$ cat src/rtl/serial_adder_ctrl_if.sv
// serial_adder_ctrl_if: start/abort request, operands and result bundle for the serial adder
interface serial_adder_ctrl_if #(
    parameter int WIDTH = 8
);
    logic             start;
    logic             abort;
    logic [WIDTH-1:0] a;
    logic [WIDTH-1:0] b;
    logic             cin;
    logic             busy;
    logic             done;
    logic [WIDTH-1:0] sum;
    logic             cout;

    modport master (
        output start, abort, a, b, cin,
        input  busy, done, sum, cout
    );

    modport slave (
        input  start, abort, a, b, cin,
        output busy, done, sum, cout
    );
endinterface

$ cat src/rtl/serial_adder_ctrl.sv
// serial_adder_ctrl: sequences one FA cell LSB-first over WIDTH-bit operands
module FA (
    input  logic A,
    input  logic B,
    input  logic Cin,
    output logic Sum,
    output logic Cout
);
    assign Sum  = A ^ B ^ Cin;
    assign Cout = (A & B) | (Cin & (A ^ B));
endmodule

module serial_adder_ctrl #(
    parameter int WIDTH = 8
) (
    input  logic                 clk,
    input  logic                 rst_n,
    serial_adder_ctrl_if.slave   bus
);
    localparam int CW = $clog2(WIDTH);
    localparam logic [CW-1:0] LAST = CW'(WIDTH - 1);

    typedef enum logic [1:0] {IDLE, RUN, DONE} state_t;

    state_t           state, state_nx;
    logic [WIDTH-1:0] a_sh, a_sh_nx;
    logic [WIDTH-1:0] b_sh, b_sh_nx;
    logic [WIDTH-1:0] s_sh, s_sh_nx;
    logic [WIDTH-1:0] sum_r, sum_nx;
    logic [CW-1:0]    cnt, cnt_nx;
    logic             c, c_nx;
    logic             cout_r, cout_nx;
    logic             fa_s, fa_c;

    FA u_fa (
        .A    (a_sh[0]),
        .B    (b_sh[0]),
        .Cin  (c),
        .Sum  (fa_s),
        .Cout (fa_c)
    );

    // state and datapath registers; reset clears everything, losing any in-flight result
    always_ff @(posedge clk or negedge rst_n) begin
        if (!rst_n) begin
            state  <= IDLE;
            a_sh   <= '0;
            b_sh   <= '0;
            s_sh   <= '0;
            sum_r  <= '0;
            cnt    <= '0;
            c      <= 1'b0;
            cout_r <= 1'b0;
        end else begin
            state  <= state_nx;
            a_sh   <= a_sh_nx;
            b_sh   <= b_sh_nx;
            s_sh   <= s_sh_nx;
            sum_r  <= sum_nx;
            cnt    <= cnt_nx;
            c      <= c_nx;
            cout_r <= cout_nx;
        end
    end

    // next-state: load on start outside RUN, one bit per RUN cycle, abort wins over completion
    always_comb begin
        state_nx = state;
        a_sh_nx  = a_sh;
        b_sh_nx  = b_sh;
        s_sh_nx  = s_sh;
        sum_nx   = sum_r;
        cnt_nx   = cnt;
        c_nx     = c;
        cout_nx  = cout_r;
        case (state)
            IDLE, DONE: begin
                state_nx = bus.start ? RUN : IDLE;
                if (bus.start) begin
                    a_sh_nx = bus.a;
                    b_sh_nx = bus.b;
                    c_nx    = bus.cin;
                    s_sh_nx = '0;
                    cnt_nx  = '0;
                end
            end
            RUN: begin
                if (bus.abort) begin
                    state_nx = IDLE;
                end else begin
                    a_sh_nx = a_sh >> 1;
                    b_sh_nx = b_sh >> 1;
                    s_sh_nx = (s_sh >> 1) | {fa_s, {(WIDTH-1){1'b0}}};
                    c_nx    = fa_c;
                    cnt_nx  = cnt + CW'(1);
                    if (cnt == LAST) begin
                        state_nx = DONE;
                        sum_nx   = s_sh_nx;
                        cout_nx  = fa_c;
                    end
                end
            end
            default: state_nx = IDLE;
        endcase
    end

    assign bus.busy = (state == RUN);
    assign bus.done = (state == DONE);
    assign bus.sum  = sum_r;
    assign bus.cout = cout_r;
endmodule

$ cat src/flat_wrapper.sv
// flat-port wrapper written by rule: the top's interface ports become plain ports
module serial_adder_ctrl_flat 
#(
    parameter int WIDTH = 8
)
  (clk, rst_n, bus_start, bus_abort, bus_a, bus_b, bus_cin, bus_busy, bus_done, bus_sum, bus_cout);
  serial_adder_ctrl_if #(.WIDTH(WIDTH)) bus_i ();
  input  logic clk;
  input  logic rst_n;
  input wire logic [$bits(bus_i.start)-1:0] bus_start;
  input wire logic [$bits(bus_i.abort)-1:0] bus_abort;
  input wire logic [$bits(bus_i.a)-1:0] bus_a;
  input wire logic [$bits(bus_i.b)-1:0] bus_b;
  input wire logic [$bits(bus_i.cin)-1:0] bus_cin;
  output wire logic [$bits(bus_i.busy)-1:0] bus_busy;
  output wire logic [$bits(bus_i.done)-1:0] bus_done;
  output wire logic [$bits(bus_i.sum)-1:0] bus_sum;
  output wire logic [$bits(bus_i.cout)-1:0] bus_cout;
  assign bus_i.start = bus_start;
  assign bus_i.abort = bus_abort;
  assign bus_i.a = bus_a;
  assign bus_i.b = bus_b;
  assign bus_i.cin = bus_cin;
  assign bus_busy = bus_i.busy;
  assign bus_done = bus_i.done;
  assign bus_sum = bus_i.sum;
  assign bus_cout = bus_i.cout;
  serial_adder_ctrl #(.WIDTH(WIDTH)) u_core (.clk(clk), .rst_n(rst_n), .bus(bus_i));
endmodule
$ cat config.mk
export PLATFORM = sky130hd
export DESIGN_NAME = serial_adder_ctrl_flat
export DESIGN_NICKNAME = d
export VERILOG_FILES = /design/src/rtl/serial_adder_ctrl_if.sv /design/src/rtl/serial_adder_ctrl.sv /design/src/flat_wrapper.sv
export SDC_FILE = /design/constraint.sdc
export NUM_CORES = 1
export LEC_CHECK = 0
export CAP_MARGIN = 10
export CELL_PAD_IN_SITES_DETAIL_PLACEMENT = 0
export CELL_PAD_IN_SITES_GLOBAL_PLACEMENT = 1
export CORE_UTILIZATION = 37
export CTS_BUF_LIST = sky130_fd_sc_hd__clkbuf_8
export CTS_CLUSTER_DIAMETER = 100
export DETAILED_ROUTE_END_ITERATION = 8
export GPL_ROUTABILITY_DRIVEN = 0
export PLACE_DENSITY_LB_ADDON = 0.05
export SLEW_MARGIN = 10
export SYNTH_ARGS = -nofsm -noshare
export SYNTH_HDL_FRONTEND = slang
export SYNTH_SLANG_ARGS = --single-unit
$ cat constraint.sdc
create_clock -name clk -period 1.4 [get_ports clk]
set_clock_uncertainty 0.15 [all_clocks]
set_input_delay 0.21 -clock clk [delete_from_list [all_inputs] [get_ports clk]]
set_output_delay 0.21 -clock clk [all_outputs]
set_load 0.02 [all_outputs]
; ---- After elaboration in Yosys (flattened, before gate mapping)
; Cells that the tools add are included.
[op_classes]
n_div = 0
n_reduce_logical = 5
shifts = 0
eq_ne = 6
order_cmp = 0
addsub = 1
muxes = 19
bitwise = 7
mul = 0
[op_table]
columns = cell, n
row1 = $mux W8, 6
row2 = $pmux W8 S2, 3
row3 = $or A7 B8 Y8, 1
row4 = $mux W3, 2
row5 = $pmux W3 S2, 1
row6 = $reduce_and A3 Y1, 2
row7 = $mux W2, 2
row8 = $ne A2 B2 Y1 const B, 2
row9 = $pmux W2 S2, 1
row10 = $add A3 B1 Y3 const B, 1
row11 = $eq A3 B3 Y1 const B, 1
row12 = $mux W1, 3
row13 = $ne A3 B2 Y1 const B, 1
row14 = $and A1 B1 Y1, 2
row15 = $eq A2 B1 Y1 const B, 1
row16 = $eq A2 B2 Y1 const B, 1
row17 = $logic_not A2 Y1, 1
row18 = $pmux W1 S2, 1
row19 = $reduce_bool A2 Y1, 1
row20 = $reduce_or A2 Y1, 1
row21 = $xor A1 B1 Y1, 2
row22 = $not A1 Y1, 1
row23 = $or A1 B1 Y1, 1
[word_totals]
latchBits = 0
elab_cells = 46
out_inout_bits = 11
mem_bits_ro = 0
inputBits = 21
regBits = 39
mem_count = 0
mem_bits_rw = 0

; ---- Depth between registers and ports, before layout
; Gate-level depths: netlist of the first run.
[depth]
ltp_word = 5
depth_mapped = 5

; ---- Cells and area by module
; From an unflattened synthesis of the first run, not the netlist that was laid out.
[unflattened]
cells_unflattened = 149
area_unflattened_um2 = 1634.1
[modules_own_cells]
columns = module, cells_per_inst, seq_area_each_um2, n_inst, area_each_um2
row1 = serial_adder_ctrl, 148, 950.9, 1, 1614.0
row2 = FA, 1, 0.0, 1, 20.0

; ---- Least setup slack after synthesis of the first run
; Ideal clock, no wire load.
[synth_path]
path_type = reg2reg
startpoint = register u_core.cnt[0]
endpoint = register u_core.sum_r[7] (netlist: u_core.bus.sum[7])
stages_incl_launch_ff = 6
period_less_slack_ns = 1.582
arrival_ns = 1.305
t_required_ns = 1.123
path_buffers = 1
slack_ns = -0.182
path_cell_list = dfrtp_1 > ha_1 > ha_1 > and2_1 > buf_6 > mux2_1
[synth_between]
elab_chain_cells = 2
[synth_lines]
columns = item, line
row1 = from (decl), serial_adder_ctrl.sv:30  ; logic [CW-1:0] cnt, cnt_nx;
row2 = from (signal assigned), serial_adder_ctrl.sv:60  ; cnt <= cnt_nx;
row3 = $eq A3 B3 Y1, serial_adder_ctrl.sv:96  ; if (cnt == LAST) begin
row4 = $reduce_and A3 Y1 (no line), n/a
row5 = to (signal assigned), serial_adder_ctrl.sv:59  ; sum_r <= sum_nx;
row6 = to (decl), serial_adder_ctrl.sv:29  ; logic [WIDTH-1:0] sum_r, sum_nx;
; No other way between the ends.
; A chain may end at the register's enable or synchronous reset.

; ---- Worst setup path in the final report of the first run
[layout_path]
startpoint = register u_core.cnt[1]
endpoint = register u_core.sum_r[3] (netlist: u_core.bus.sum[3])
; The elaborated chain is that of the path after synthesis.

==> impl_metrics.csv, run 1 <==
group,metric,value,unit
run_status,violations,"negative setup slack",
final_layout,instances_no_fill,244,
route,drtIter0Drc,61,
global_routing,grt-ovfl-total,0,
place,post-dp-hpwl,2210,um
sta,finalSetupViolCount,38,
run_status,status,"complete, but fails checks",
place,placed_area,2040,sq um
global_routing,antenna_found_initial,0,
sta,slew_headroom,72.9,%
sta,hold_violations,0,
floorplanning,design.core.area,4090,sq um
clock_network,cts_tree,"yes",
route,firstDrtPassIters,4,
clock_network,insertion_delay,290,ps
synthesis,ys_ff_latch,38,
clock_network,clock-sinks,38,
floorplanning,die_area,4590,sq um
clock_network,htree_levels,2,
synthesis,netlist_area,1600,sq um
clock_network,cts.path.max_buffers,2,
power,power_density,1260,nW/um^2
synthesis,synth_cells,149,
synthesis,yosysMostFrequentCell,"dfrtp_1",
synthesis,yosys-top-cells-count,"dfrtp_1, nand2_1, nor2_1, nor3_1, o22ai_1",
route,drt-total-wl,3540,um
route,dr_wl_met2,1570,um
route,drc,0,
final_layout,fin_util,58.0,%
global_routing,grt_max_degree,25,
route,drtAntennaViolNets,0,
synthesis,ys_warn_count,0,
synthesis,async_flop_share,100,%
worst_setup_path,critical_path_class,"reg2reg",
place,dpl.cell_count,232,
route,viasPerCell,5.07,
sta,worstMarginPinSlew,407,ps
route,met3_length,164,um
synthesis,synth.yosys.seq_area_share,59.4,%
clock_network,root_buffer,"clkbuf_8",
worst_setup_path,r2r_cells,5,
place,port_buffers,31,
synthesis,synth_area_leaders,"dfrtp_1, mux2_1, o22ai_1, nand2_1, nor3_1",
sta,fin_crit_sh,112,%
synthesis,synth_nets,173,
floorplanning,die-width,67.8,um
floorplanning,placementRows,23,
global_routing,grt_pass1_vias,1237,
global_routing,grt_pass1_wl,5710,um
power,cellLeakagePower,1.09,nW
sta,rsz0062_at_grt,"true",
synthesis,synthFlopType,"dfrtp_1",
route,wl_met1,1750,um
sta,fin_setup_tns,-3410,ps
sta,drv_slew,0,
synthesis,synth_edf_count,0,
clock_network,clk_pin_slew_worst_paths,70,ps
worst_hold_path,min_path_type,"in2async",
route,dr_total_vias,1237,
worst_setup_path,cp-end-kind,"register",
global_routing,grt_use_total,17.3,%
synthesis,avgSynthCellArea,10.7,sq um
floorplanning,die_h,67.8,um
synthesis,yosysTopAreaCell,"dfrtp_1",
sta,setup_ws,-167,ps
worst_setup_path,path_max_fanout,5,
job,drv_cap,0,
floorplanning,ioPinCount,32,
final_layout,area_delta_synth_final,48.1,%
sta,max_clock_freq,0.638,GHz
place,dp_slack,-425,ps
route,routedWlPerCell,14.5,um
worst_setup_path,critPathArrivalTime,1590,ps
worst_setup_path,cp-start-kind,"register",
final_layout,nets,217,
final_layout,n_antenna_cell,0,
final_layout,drive_above_1_share,35.1,%
floorplanning,initial_core_util,39.2,%
synthesis,synth_top_area_share,59.4,%
worst_setup_path,rrSetupSlack,-170,ps
clock_network,cts_buffers,5,
synthesis,synth_cell_types,18,
worst_setup_path,required,1420,ps
final_layout,final_area,2370,sq um
route,top_layer_used,"met4",
power,irDropWorstVdd,0.616,mV
sta,fin_crit,1570,ps
worst paths after layout:
path	end	from
setup / recovery	u_core.bus.sum[3]	u_core.cnt[1]
hold / removal	u_core.a_sh[2]	rst_n
setup reg to reg	u_core.bus.sum[3]	u_core.cnt[1]
hold reg to reg	u_core.bus.sum[4]	u_core.bus.sum[4]
max in group asynchronous	u_core.cnt[1]	rst_n
min in group clk	u_core.a_sh[7]	bus_a[7]
registers in the layout, summed over array words and instances (netlist names):
register	flops
u_core.s_sh	7
u_core.bus.cout	1
u_core.b_sh	8
u_core.cnt	3
u_core.bus.sum	8
u_core.a_sh	8
u_core.c	1
u_core.state	2
routing by layer:
layer | track usage (%) | vias to the layer above
met5 | 0 | -
met4 | 8.78 | 0
met3 | 4.05 | 6
met2 | 26.0 | 27
met1 | 23.2 | 607
li1 | - | 597
cells in the final DEF (no fill, tap or decap), types with 2 or more instances in the layout:
master	count
dlygate4sd2_1	9
clkbuf_8	6
buf_4	13
nor2_1	15
nand2_2	2
mux2_4	9
buf_6	2
nand2_1	20
buf_12	2
clkdlybuf4s50_1	19
o22ai_2	14
nor2b_1	3
dfrtp_1	38
nor3_1	15
nand3_2	10
worst max-delay path, stage by stage (launching register included):
cell and delay, ps:
dfrtp_1 390, ha_2 200, ha_4 160, and2_4 140
buf_6 130, mux2_4 290
through the flow:
stage / hold WS, ps / power, mW
detailed placement: 10.5 / 2.09
global route: 287 / 3.17
floorplan: -236 / 1.82
global placement: 11.1 / 2.06
CTS: 237 / 2.87
finish: 234 / 2.99
report_power, final:
group          leakage, nW  internal (mW)  switching [mW]
sequential           0.479           1.30           0.160
combinational        0.559          0.414           0.361
clock               0.0524          0.389           0.357
total                 1.09           2.11           0.878
kinds of logic after synthesis:
group | Yosys count | share of synthesized area (%)
AOI/OAI and AO/OA | 17 | 6.49
and+or+nand+nor | 71 | 20.8
adders and majority gates | 3 | 2.81
muxes | 9 | 6.33
DFF | 38 | 59.4
buffers and inverters | 11 | 4.14
what timing repair did:
action | CTS | global route
endpoints found under the setup margin | 48 | 39
setup buffers | 0 | 2
hold buffers | 1 | 0
gates cloned | 0 | 1
resized for setup | 32 | 29
hold endpoints to repair | 17 | 0
pin swaps | 1 | 11
final cells by class:
type / instances / area, sq um
Fill cell: 363 / 1720
Sequential cell: 38 / 951
Multi-Input combinational cell: 100 / 796
Timing Repair Buffer: 48 / 469
Clock inverter: 2 / 8.76
Clock buffer: 6 / 82.6
Tap cell: 50 / 62.6
Power figures use the tool's default switching activity.
==> run 2: changes to the inputs <==
- PLACE_DENSITY: not set -> 0.77
- PLACE_DENSITY_LB_ADDON: 0.05 -> not set
==> impl_metrics.csv, run 2 (same netlist as run 1, synthesis figures left out) <==
group,metric,value,unit
floorplanning,placementRows,23,
place,dpl.cell_count,231,
clock_network,root_buffer,"clkbuf_8",
final_layout,drive_above_1_share,22.6,%
final_layout,multi_input_area,682,sq um
floorplanning,die_h,67.8,um
sta,worstMarginPinSlew,263,ps
final_layout,fillers,369,
worst_setup_path,required,1410,ps
final_layout,n_antenna_cell,0,
final_layout,fin_util,53.8,%
sta,setup_ws,-169,ps
place,port_buffers,31,
power,irDropWorstVdd,0.709,mV
floorplanning,initial_core_util,39.2,%
sta,slew_headroom,82.5,%
route,drt-total-wl,3240,um
global_routing,antenna_found_initial,0,
run_status,violations,"negative setup slack",
job,drv_cap,0,
final_layout,nets,214,
route,drtIter0Drc,57,
worst_setup_path,path_max_fanout,6,
route,drtAntennaViolNets,0,
route,routedWlPerCell,13.5,um
sta,hold_ws,280,ps
global_routing,grt_pass1_wl,5480,um
clock_network,clk_pin_slew_worst_paths,60,ps
place,post-dp-hpwl,2160,um
clock_network,cts_buffers,5,
sta,finalSetupViolCount,36,
route,viasPerCell,5.03,
route,dr_total_vias,1206,
place,dp_slack,-435,ps
floorplanning,die_area,4590,sq um
global_routing,grt_max_degree,39,
global_routing,grt_pass1_vias,1217,
power,power.total,2.76,mW
sta,hold_violations,0,
power,cellLeakagePower,1.03,nW
route,drc,0,
floorplanning,die-width,67.8,um
floorplanning,ioPinCount,32,
clock_network,htree_levels,2,
worst_setup_path,cp-end-kind,"register",
global_routing,grt-ovfl-total,0,
sta,drv_slew,0,
sta,fin_crit_sh,112,%
floorplanning,design.core.area,4090,sq um
final_layout,area_delta_synth_final,37.4,%
power,power_density,1250,nW/um^2
clock_network,cts.path.max_buffers,2,
run_status,status,"complete, but fails checks",
clock_network,cts_tree,"yes",
global_routing,grt_use_total,16.3,%
clock_network,clock-sinks,38,
sta,rsz0062_at_grt,"true",
worst_setup_path,critical_path_class,"reg2reg",
worst_setup_path,cp-start-kind,"register",
final_layout,instances_no_fill,240,
sta,fin_crit,1570,ps
clock_network,insertion_delay,270,ps
worst_hold_path,min_path_type,"in2async",
route,firstDrtPassIters,4,
sta,max_clock_freq,0.637,GHz
final_layout,area.sequential,951,sq um
final_layout,layout_commonest_cell,"dfrtp_1",
final_layout,final_cell_mix,"dfrtp_1, nand2_1, clkdlybuf4s50_1",
worst_setup_path,critPathArrivalTime,1570,ps
==> run 2: changes by cell type in the layout (fill, tap and decap cells not counted), sizes merged <==
| cell | delta |
|---|---|
| clkinv | -1 |
| inv | +1 |
| buf | -2 |
| clkbuf | -2 |
==> run 2: per-stage QoR <==
| step | area, sq um | TNS [ps] |
|---|---|---|
| CTS | 2180 | -4140 |
| global route | 2200 | -6130 |
| global placement | 2060 | -12740 |
| floorplan | 1660 | -2270 |
| detailed placement | 2060 | -13100 |
| finish | 2200 | -3780 |
==> run 2: worst paths after layout <==
path / endpoint / cells past startpoint / startpoint / slack, ps
setup reg to reg: u_core.bus.sum[1] / 5 / u_core.cnt[0] / -170
hold reg to reg: u_core.bus.sum[6] / 1 / u_core.bus.sum[6] / 350
hold / removal: u_core.b_sh[4] / 3 / rst_n / 280
min in group clk: u_core.a_sh[7] / 3 / bus_a[7] / 330
setup / recovery: u_core.bus.sum[1] / 5 / u_core.cnt[0] / -170
max in group asynchronous: u_core.bus.sum[7] / 3 / rst_n / 640
==> run 2: per-layer routing <==
metal | GRT usage, % | vias up | part of all wire, %
met5 | 0 | - | 0
met4 | 3.99 | 0 | 0
met1 | 20.1 | 588 | 48
met2 | 28.2 | 18 | 49
li1 | - | 600 | -
met3 | 4.05 | 0 | 3.2
==> run 2: power breakdown <==
| part | switching, mW | leakage [nW] | internal, mW | total, mW |
|---|---|---|---|---|
| combinational | 0.314 | 0.507 | 0.346 | 0.660 |
| sequential | 0.138 | 0.479 | 1.30 | 1.44 |
| clock | 0.327 | 0.0466 | 0.328 | 0.655 |
==> run 2: layout make-up <==
type	instances	area share, %
Clock buffer	5	3.13
Clock inverter	2	0.341
Multi-Input combinational cell	100	31.0
Sequential cell	38	43.3
Tap cell	50	2.85
Timing Repair Buffer	45	19.4
==> run 2: what timing repair did <==
action	in CTS	in global routing
pin swaps	0	1
hold buffers	1	0
gates cloned	0	0
buffers inserted	1	0
setup endpoints to repair	48	38
resized for setup	30	3
endpoints found under the hold margin	38	0
==> run 2: worst max-delay path, cell delays in order (launching register included) <==
cell     delay [ps]
dfrtp_1         380
ha_2            200
ha_4            150
and2_4          140
buf_6           140
mux2_4          290
==> run 3: changes to the inputs <==
- REMOVE_ABC_BUFFERS: not set -> 1
- SYNTH_HIERARCHICAL: not set -> 1
==> impl_metrics.csv, run 3 <==
group,metric,value,unit
floorplanning,ioPinCount,32,
sta,fin_setup_tns,-2460,ps
worst_setup_path,critical-path-top-delay-family,"simple AND/OR/NAND/NOR gates",
clock_network,cts.path.max_buffers,2,
power,switching_share,28.5,%
clock_network,clk_pin_slew_worst_paths,70,ps
sta,fin_crit,1510,ps
floorplanning,design.core.area,4120,sq um
floorplanning,die_area,4690,sq um
global_routing,grt_max_degree,29,
clock_network,postCtsSetupRepairBufs,0,
place,port_buffers,31,
synthesis,synth_area_leaders,"dfrtp_1, mux2_4, o22ai_1, nand2_1, nor3_1",
place,dp_slack,-457,ps
power,irDropWorstVdd,0.638,mV
synthesis,yosys-top-cells-count,"dfrtp_1, nand2_1, nor2_1, nor3_1, o22ai_1",
worst_setup_path,critPathArrivalTime,1530,ps
synthesis,ys_ff_latch,38,
synthesis,avgSynthCellArea,11.0,sq um
job,drv_cap,0,
worst_setup_path,cp-start-kind,"register",
clock_network,cts_tree,"yes",
floorplanning,placementRows,23,
final_layout,nets,211,
synthesis,ys_warn_count,6,
power,power.share.clock,26.1,%
route,routedWlPerCell,14.3,um
floorplanning,initial_core_util,39.7,%
final_layout,layout_commonest_cell,"dfrtp_1",
worst_setup_path,critical_path_class,"reg2reg",
worst_setup_path,path_max_fanout,16,
clock_network,htree_levels,2,
clock_network,clock-sinks,38,
route,drt-total-wl,3390,um
sta,hold_ws,210,ps
global_routing,antenna_found_initial,0,
clock_network,root_buffer,"clkbuf_8",
final_layout,drive_above_1_share,21.8,%
synthesis,async_flop_share,100,%
synthesis,synth_cells,149,
power,cellLeakagePower,1.02,nW
run_status,violations,"negative setup slack",
floorplanning,die-width,68.5,um
clock_network,insertion_delay,280,ps
worst_setup_path,required,1420,ps
global_routing,grt_pass1_wl,5660,um
sta,rsz0062_at_grt,"true",
route,firstDrtPassIters,4,
power,intPower,2.05,mW
final_layout,fin_util,53.2,%
power,seq_power_share,50.6,%
final_layout,area_delta_synth_final,34.1,%
global_routing,grt-ovfl-total,0,
route,drc,0,
global_routing,grt_pass1_vias,1252,
final_layout,final_cell_mix,"dfrtp_1, nand2_1, clkdlybuf4s50_1",
synthesis,yosysMostFrequentCell,"dfrtp_1",
synthesis,netlist_area,1630,sq um
final_layout,n_antenna_cell,0,
power,power_density,1310,nW/um^2
worst_setup_path,path_cells,"or3b_4, buf_8, o22ai_1, nor2_1",
route,drtAntennaViolNets,0,
synthesis,synth_edf_count,0,
worst_setup_path,cp-end-kind,"register",
sta,drv_slew,0,
run_status,status,"complete, but fails checks",
sta,fin_crit_sh,108,%
route,dr_total_vias,1215,
power,switching_power,0.816,mW
place,post-dp-hpwl,2190,um
synthesis,yosysTopAreaCell,"dfrtp_1",
sta,setup_ws,-107,ps
synthesis,synthFlopType,"dfrtp_1",
floorplanning,die_h,68.5,um
worst_setup_path,critical_path_buf_inv_count,1,
worst_setup_path,crit_path_max_incr_delay,440,ps
synthesis,synth_top_area_share,58.2,%
sta,slew_headroom,76.0,%
worst_hold_path,min_path_type,"in2async",
synthesis,synth.yosys.seq_area_share,58.2,%
sta,hold_violations,0,
sta,worstMarginPinSlew,359,ps
route,drtIter0Drc,35,
sta,max_clock_freq,0.664,GHz
worst_setup_path,slowest_stage,"dfrtp_2",
power,combPwrFrac,23.4,%
clock_network,cts_buffers,5,
route,viasPerCell,5.11,
synthesis,synth_cell_types,20,
sta,finalSetupViolCount,36,
global_routing,grt_use_total,16.9,%
-- run 3: kinds of logic after synthesis --
| group | synth area share [%] |
|---|---|
| flip-flops | 58.2 |
| AO/OA/AOI/OAI | 6.36 |
| AND/OR/NAND/NOR | 20.4 |
| buffers and inverters | 4.21 |
| multiplexers | 8.04 |
| adder cells (fa/ha/maj) | 2.76 |
-- run 3: worst reg2reg max path: stages, from the launching register on --
cell and delay [ps]:
dfrtp_2 440, or3b_4 440, buf_8 170, o22ai_1 140, nor2_1 70
-- run 3: final timing paths --
kind | start | end | slack [ps] | cells after the start
max in group asynchronous | rst_n | u_core/state[1] | 440 | 3
max reg2reg | u_core/state[1] | u_core/b_sh[5] | -110 | 4
min in group clk | bus_b[7] | u_core/b_sh[7] | 310 | 3
max | u_core/state[1] | u_core/b_sh[5] | -110 | 4
min reg2reg | u_core/b_sh[7] | u_core/b_sh[7] | 350 | 2
min | rst_n | u_core/a_sh[1] | 210 | 2
-- run 3: metal layers --
layer	track usage (%)	up-vias	share of wire, %
li1	-	599	-
met1	20.0	584	46
met2	27.9	27	48
met3	5.17	5	4.2
met4	7.81	0	1.7
met5	0	-	0
-- run 3: cell type report --
| class | count | area (sq um) |
|---|---|---|
| timing repair buffer | 41 | 405 |
| sequential | 38 | 952 |
| clock inverter | 2 | 8.76 |
| tap | 50 | 62.6 |
| clock buffer | 6 | 82.6 |
| multi-input combinational | 101 | 679 |
| fill | 388 | 1920 |
-- run 3: stage by stage --
step | power, mW | cell area (sq um) | std cells
detailed placement | 2.08 | 2030 | 228
finish | 2.86 | 2190 | 238
CTS | 2.86 | 2150 | 238
global route | 3.07 | 2190 | 238
floorplan | 1.77 | 1570 | 138
global placement | 2.05 | 2030 | 228
-- run 3: power by group through the flow --
stage	Sequential (mW)	Combinational (mW)	Clock, mW
2_1_floorplan	1.43	0.337	0
3_3_place_gp	1.44	0.605	0
3_5_place_dp	1.46	0.619	0
4_1_cts	1.44	0.640	0.778
5_1_grt	1.48	0.757	0.832
6_report	1.45	0.669	0.746
-- run 3: repair_timing --
item / CTS / global route
cloned: 1 / 0
hold buffers: 1 / 0
hold endpoints to repair: 19 / 0
pin swaps: 2 / 2
endpoints found under the setup margin: 48 / 40
resized for setup: 25 / 12
